### config.mk
export PLATFORM = sky130hd
export DESIGN_NAME = sll_iterative_flat
export DESIGN_NICKNAME = d
export VERILOG_FILES = /design/src/rtl/shift_pkg.sv /design/src/rtl/sll_iterative_if.sv /design/src/rtl/leftshift1.sv /design/src/rtl/sll_iterative.sv /design/src/flat_wrapper.sv
export SDC_FILE = /design/constraint.sdc
export NUM_CORES = 1
export LEC_CHECK = 0
export ABC_AREA = 1
export CAP_MARGIN = 5
export CORE_UTILIZATION = 47
export DETAILED_ROUTE_END_ITERATION = 10
export MAX_ROUTING_LAYER = met4
export PLACE_DENSITY = 0.94
export REMOVE_ABC_BUFFERS = 1
export SLEW_MARGIN = 20
export SYNTH_ARGS = -nofsm -noshare
export SYNTH_HDL_FRONTEND = slang
export SYNTH_SLANG_ARGS = --single-unit
### constraint.sdc
create_clock -name clock -period 2.8 [get_ports clock]
set_input_delay 0.42 -clock clock [delete_from_list [all_inputs] [get_ports clock]]
set_output_delay 0.42 -clock clock [all_outputs]
set_load 0.05 [all_outputs]
### src/rtl/shift_pkg.sv
// Shared definitions for the iterative shifter group: datapath widths and
// the FSM state encoding used by sll_iterative.
package shift_pkg;

  localparam int WIDTH = 32;
  localparam int SHW   = 5;

  typedef logic [WIDTH-1:0] word_t;
  typedef logic [SHW-1:0]   shamt_t;

  localparam logic [1:0] ST_IDLE  = 2'b00;
  localparam logic [1:0] ST_SHIFT = 2'b01;
  localparam logic [1:0] ST_DONE  = 2'b10;

endpackage

### src/rtl/sll_iterative_if.sv
// Start/ready handshake and result bus of the iterative left shifter.
// Handshake: ctrl_start is sampled only while the unit is idle; data_resultRDY
// is a one-cycle completion pulse, and data_result/data_overflow hold until the
// next accepted start. There is no backpressure on the result side.
interface sll_iterative_if;
  import shift_pkg::*;

  logic       ctrl_start;
  word_t      data_operandA;
  shamt_t     ctrl_shiftamt;
  word_t      data_result;
  logic       data_resultRDY;
  logic       data_overflow;
  logic       busy;
  logic [1:0] dbg_state;

  modport master (
    output ctrl_start, data_operandA, ctrl_shiftamt,
    input  data_result, data_resultRDY, data_overflow, busy, dbg_state
  );

  modport slave (
    input  ctrl_start, data_operandA, ctrl_shiftamt,
    output data_result, data_resultRDY, data_overflow, busy, dbg_state
  );
endinterface

### src/rtl/leftshift1.sv
// One-position logical left shift with zero fill; ctrl_i=0 passes data_i through.
module leftshift1
  import shift_pkg::*;
(
  input  word_t data_i,
  input  logic  ctrl_i,
  output word_t data_o
);

  assign data_o = ctrl_i ? {data_i[WIDTH-2:0], 1'b0} : data_i;

endmodule

### src/rtl/sll_iterative.sv
// Multi-cycle logical left shifter: one bit per clock, with a sticky flag for
// any set bit shifted out of the MSB.
module sll_iterative
  import shift_pkg::*;
(
  input  logic          clock,
  input  logic          reset,
  sll_iterative_if.slave bus
);

  localparam shamt_t CNT_ONE = shamt_t'(1);
  localparam shamt_t CNT_ZERO = '0;

  logic [1:0] state_q, state_d;
  shamt_t     count_q, count_d;
  word_t      result_q, result_d;
  word_t      shifted;
  logic       ovf_q, ovf_d;

  // Outside SHIFT the bypass feeds result_q back, so the register holds.
  leftshift1 u_leftshift1 (
    .data_i (result_q),
    .ctrl_i (state_q == ST_SHIFT),
    .data_o (shifted)
  );

  always_comb begin
    state_d  = state_q;
    count_d  = count_q;
    result_d = shifted;
    ovf_d    = ovf_q;
    case (state_q)
      ST_IDLE: begin
        if (bus.ctrl_start) begin
          result_d = bus.data_operandA;
          count_d  = bus.ctrl_shiftamt;
          ovf_d    = 1'b0;
          state_d  = (bus.ctrl_shiftamt == CNT_ZERO) ? ST_DONE : ST_SHIFT;
        end
      end
      ST_SHIFT: begin
        ovf_d   = ovf_q | result_q[WIDTH-1];
        count_d = count_q - CNT_ONE;
        if (count_q == CNT_ONE) begin
          state_d = ST_DONE;
        end
      end
      ST_DONE: begin
        state_d = ST_IDLE;
      end
      default: begin
        state_d = ST_IDLE;
      end
    endcase
  end

  always_ff @(posedge clock or negedge reset) begin
    if (!reset) begin
      state_q  <= ST_IDLE;
      count_q  <= '0;
      result_q <= '0;
      ovf_q    <= 1'b0;
    end else begin
      state_q  <= state_d;
      count_q  <= count_d;
      result_q <= result_d;
      ovf_q    <= ovf_d;
    end
  end

  assign bus.data_result    = result_q;
  assign bus.data_overflow  = ovf_q;
  assign bus.data_resultRDY = (state_q == ST_DONE);
  assign bus.busy           = (state_q != ST_IDLE);
  assign bus.dbg_state      = state_q;

endmodule

### src/flat_wrapper.sv
// flat-port wrapper written by rule: the top's interface ports become plain ports
module sll_iterative_flat import shift_pkg::*;
  (clock, reset, bus_ctrl_start, bus_data_operandA, bus_ctrl_shiftamt, bus_data_result, bus_data_resultRDY, bus_data_overflow, bus_busy, bus_dbg_state);
  sll_iterative_if bus_i ();
  input  logic clock;
  input  logic reset;
  input wire logic [$bits(bus_i.ctrl_start)-1:0] bus_ctrl_start;
  input wire logic [$bits(bus_i.data_operandA)-1:0] bus_data_operandA;
  input wire logic [$bits(bus_i.ctrl_shiftamt)-1:0] bus_ctrl_shiftamt;
  output wire logic [$bits(bus_i.data_result)-1:0] bus_data_result;
  output wire logic [$bits(bus_i.data_resultRDY)-1:0] bus_data_resultRDY;
  output wire logic [$bits(bus_i.data_overflow)-1:0] bus_data_overflow;
  output wire logic [$bits(bus_i.busy)-1:0] bus_busy;
  output wire logic [$bits(bus_i.dbg_state)-1:0] bus_dbg_state;
  assign bus_i.ctrl_start = bus_ctrl_start;
  assign bus_i.data_operandA = bus_data_operandA;
  assign bus_i.ctrl_shiftamt = bus_ctrl_shiftamt;
  assign bus_data_result = bus_i.data_result;
  assign bus_data_resultRDY = bus_i.data_resultRDY;
  assign bus_data_overflow = bus_i.data_overflow;
  assign bus_busy = bus_i.busy;
  assign bus_dbg_state = bus_i.dbg_state;
  sll_iterative u_core (.clock(clock), .reset(reset), .bus(bus_i));
endmodule
# [After elaboration in Yosys (flattened, before gate mapping)]
# Index checks and enable logic that the tools add are counted.
[totals] output_inout_bits=37 regBits=40 in_bits=40
[op_classes] bitwise_logic=1 reduce_logical=6 n_eq_ne=5 n_addsub=1 muxes=11
[ops] cell="32-bit two-way mux" count=3
[ops] cell="5-bit one-hot mux with 2 select lines" count=1
[ops] cell="2-bit two-way mux" count=3
[ops] cell="5-bit by 1-bit equality test with 1-bit output (second input constant)" count=1
[ops] cell="5-bit zero test" count=1
[ops] cell="5-bit two-way mux" count=1
[ops] cell="5-bit by 1-bit subtractor with 5-bit output (second input constant)" count=1
[ops] cell="2-bit one-hot mux with 2 select lines" count=1
[ops] cell="2-bit AND reduction" count=2
[ops] cell="2-bit nonzero test" count=2
[ops] cell="2-bit by 1-bit equality test with 1-bit output (second input constant)" count=1
[ops] cell="2-bit equality test (second input constant)" count=1
[ops] cell="2-bit zero test" count=1
[ops] cell="2-bit by 1-bit != test with 1-bit output (second input constant)" count=1
[ops] cell="2-bit != test (second input constant)" count=1
[ops] cell="1-bit one-hot mux with 2 select lines" count=1
[ops] cell="1-bit two-way mux" count=1
[ops] cell="1-bit bitwise OR" count=1

# [Longest topological paths before layout]
[logic_depth] word_depth=4 depth_mapped=7 ltp_nobuf=7

# [Cells and area by module]
# From an unflattened synthesis, not the netlist that was laid out.
[unflattened] hier_cells=310 hier_area_um2=2200.9
[modules_own_cells] mod="sll_iterative" cells_per_inst=207 n_inst=1 area_per_inst_um2=1710.4
[modules_own_cells] mod="leftshift1" cells_per_inst=103 n_inst=1 area_per_inst_um2=490.5

# [Least setup slack after synthesis]
# No wires, ideal clock.
[synth_timing] path_type="register -> output" startpoint="reg u_core.state_q[1] (netlist: u_core.bus.dbg_state[1])" endpoint="out bus_data_resultRDY" arrival_ns=1.434 path_stages_with_launch=3 n_path_buf=0 required_time_ns=2.380 path_slack_ns=0.946 path_cell_list="dfrtp_1 inv_2 nor2_1"
[synth_via] elab_chain_cells=1
[synth_lines] element="start, declared" line="sll_iterative.sv:14" source="logic [1:0] state_q, state_d;"
[synth_lines] element="start signal, assigned" line="sll_iterative.sv:64" source="state_q <= state_d;"
[synth_lines] element="2-bit equality test" line="sll_iterative.sv:73" source="assign bus.data_resultRDY = (state_q == ST_DONE);"
[synth_lines] element="end, declared" line="flat_wrapper.sv:11" source="output wire logic [$bits(bus_i.data_resultRDY)-1:0] bus_data_resultRDY;"
# No other way between the ends.

# [Worst setup path after layout]
[layout_timing] startpoint="reg u_core.state_q[0] (netlist: u_core.bus.dbg_state[0])" endpoint="out bus_busy"
[layout_via] elab_chain_cells=1
[layout_lines] element="2-bit nonzero test" line="sll_iterative.sv:74" source="assign bus.busy = (state_q != ST_IDLE);"
[layout_lines] element="end, declared" line="flat_wrapper.sv:13" source="output wire logic [$bits(bus_i.busy)-1:0] bus_busy;"
# No other way between the ends.

==> metrics.cfg <==
[outcome]
status = completed

[sta]
fmax_mhz = 471
setup_viol = 0
slew_headroom_pct = 42.6
fin_crit_ps = 2120
hold_violations = 0
skew_ps = 6.49
finalCritPeriodShare_pct = 75.8
finalMaxSlewViolations = 0
tightest_slew_ps = 860
fin_setup_tns_ps = 0
rsz0062_at_grt = false

[floorplan]
initial_core_util_pct = 49.3
coreArea_sq_um = 4030
rows = 23
dieHeight_microns = 67
pin_count = 77
die_w_microns = 67
dieArea_sq_um = 4490

[grt]
grt_pass1_vias = 1768
grt_overflow_total = 0
grt_pass1_wl_microns = 7870
track_usage_pct = 24.2
antenna_found_initial = 0
grt_max_degree = 41

[power]
switchingPower_w = 0.00221
internal_power_w = 0.00195
power_density_nw_per_um2 = 1480
combPwrFrac_pct = 63.1
swShare_pct = 53.1
seq_power_share_pct = 27.5
clockPowerShare_pct = 9.5
leakagePower_nw = 1.27
peakVddDrop_mv = 0.884
total_power_w = 0.00416

[final_layout]
num_antenna_cells = 0
nets = 356
finalNonFillerCells = 365
area_growth_pct = 41.9
fill_cells = 329
multi_input_area_sq_um = 845
drive_gt1_share_pct = 7.62
register_area_sq_um = 1000

[yosys]
yosysWarnings = 0
syn_area_sq_um = 1990
synth-seq-cells = 40
yosys.area.top_type = dfrtp_1
syn_area_per_cell_sq_um = 8.21
syn_inst = 242
yosysUniqueCellTypes = 21
synth.area.top_cells = dfrtp_1 (50%), nand2_1 (16%), a31oi_1 (7.6%)
netlist.area_leader.share_pct = 50.4
yosysSeqAreaShare_pct = 50.4

[critical_path]
crit_path_end_kind = output pin
reg2reg_depth = 5
crit_path_start_kind = register
reg2reg_from = u_core.bus.dbg_state[1]$_DFFE_PN0P_
required_ps = 2380
r2r-end = u_core.bus.data_result[14]$_DFF_PN0_
cp.depth = 3
crit_chain = inv_1 > nand2_1 > clkdlybuf4s50_1
slowest_stage = clkdlybuf4s50_1
endpoint = bus_busy
path_buf_inv = 2
worstPathMaxFanout = 4
worstSetupStartpoint = u_core.bus.dbg_state[0]$_DFFE_PN0P_
crit_arrival_ps = 1700
path_delay_family = buffers and inverters
max_stage_delay_ps = 810
setup.worst_path.class = register to output pin
r2r_setup_slack_ps = 1030

[drt]
ant_nets = 0
drtPass1Iterations = 4
finalWirelength_microns = 4850
wl_per_cell_microns = 13.3
drtIter0Drc = 190
dr_total_vias = 1889
remaining_drc_errors = 0
vias_per_cell = 5.18

[cts]
clkLatencyLatePin_ps = 290
cts.clk_slew.worst_paths_ps = 70
ctsResizeCount = 0
htree_levels = 2
postCtsSetupBuffers = 0
cts_tree = yes
clock_tree.root_cell = clkbuf_8
postCtsHoldBufs = 0
cts_sinks = 40
cts_buffers = 5
clockBufferDepth = 2

[placed_design]
dp_cells = 357
numPortBuffers = 76
place_congestion = 0.819
hpwl_microns = 3290

[worst_hold_path]
hold_path_class = input port to asynchronous set/reset pin

[run]
maxCapViolCount = 0

==> power groups by stage <==
stage	registers [W]	clock network, W	logic [W]
2_1_floorplan	0.00199	0	0.000896
3_3_place_gp	0.00114	0	0.00254
3_5_place_dp	0.00115	0	0.00262
4_1_cts	0.00114	0.000401	0.00264
5_1_grt	0.00118	0.000425	0.00281
6_report	0.00114	0.000394	0.00263
==> placed cells by master, fill, tap and decap left out, types with 5 or more instances in the layout <==
cell,instances
a31oi_2,5
o21ai_0,5
nand2_1,85
a31oi_1,24
clkbuf_8,6
nand2_2,5
inv_1,11
clkdlybuf4s50_1,75
dfrtp_1,40
nor2_1,36
nand3_1,6
==> sequential cells by signal, indices dropped and copies added, names as in the netlist <==
register and flops:
u_core.bus.data_result 32, u_core.count_q 5, u_core.bus.data_overflow 1, u_core.bus.dbg_state 2
==> layout make-up <==
class / instances / area share [%]
Inverter: 13 / 1.73
Sequential cell: 40 / 35.5
Tap cell: 50 / 2.22
Multi-Input combinational cell: 176 / 30.0
Clock buffer: 8 / 3.20
Timing Repair Buffer: 78 / 27.4
==> metal layers <==
layer	track usage, %	vias to the layer above	wire length [microns]
li1	-	930	-
met1	29.0	872	2100
met2	39.0	77	2330
met3	5.14	10	344
met4	10.1	0	78
met5	-	-	0
==> Yosys cell counts <==
cell type / number
nand2_2: 5
inv_2: 2
o21ai_0: 5
nand3_1: 6
xor2_1: 1
a31oi_1: 24
o211ai_1: 2
buf_6: 3
o21ai_1: 1
nand3_2: 1
buf_2: 7
buf_4: 3
nand4_1: 1
inv_1: 11
nor3_2: 1
dfrtp_1: 40
nand2_4: 1
ha_1: 2
nand2_1: 85
nor2_1: 36
a31oi_2: 5
==> logic make-up after synthesis <==
logic type	after synthesis	share of synthesized area, %
xor+xnor	1	0.441
buf+inv	26	7.06
fa+ha+maj	2	1.26
compound gates	37	13.0
simple gates	136	27.9
flops	40	50.4
==> through the flow <==
step	setup slack [ps]	util (%)	cell area, sq um	hold slack (ps)
detailed placement	995	67.7	2730	496
global placement	1060	67.7	2730	486
global route	625	69.9	2820	311
floorplan	843	-	1890	124
CTS	671	69.9	2820	269
finish	677	69.9	2820	235
==> worst min path at each step <==
stage	end	cells past startpoint	slack, ps	from
detailed placement	u_core.bus.data_result[0]$_DFF_PN0_	2	500	u_core.bus.data_result[0]$_DFF_PN0_
finish	u_core.bus.data_result[29]$_DFF_PN0_	1	230	reset
global placement	u_core.count_q[4]$_DFFE_PN0P_	2	490	u_core.count_q[4]$_DFFE_PN0P_
global route	u_core.bus.data_result[29]$_DFF_PN0_	1	310	reset
floorplan	u_core.bus.data_overflow$_DFFE_PN0P_	0	120	reset
CTS	u_core.bus.data_result[29]$_DFF_PN0_	1	270	reset
Power figures use the tool's default switching activity.
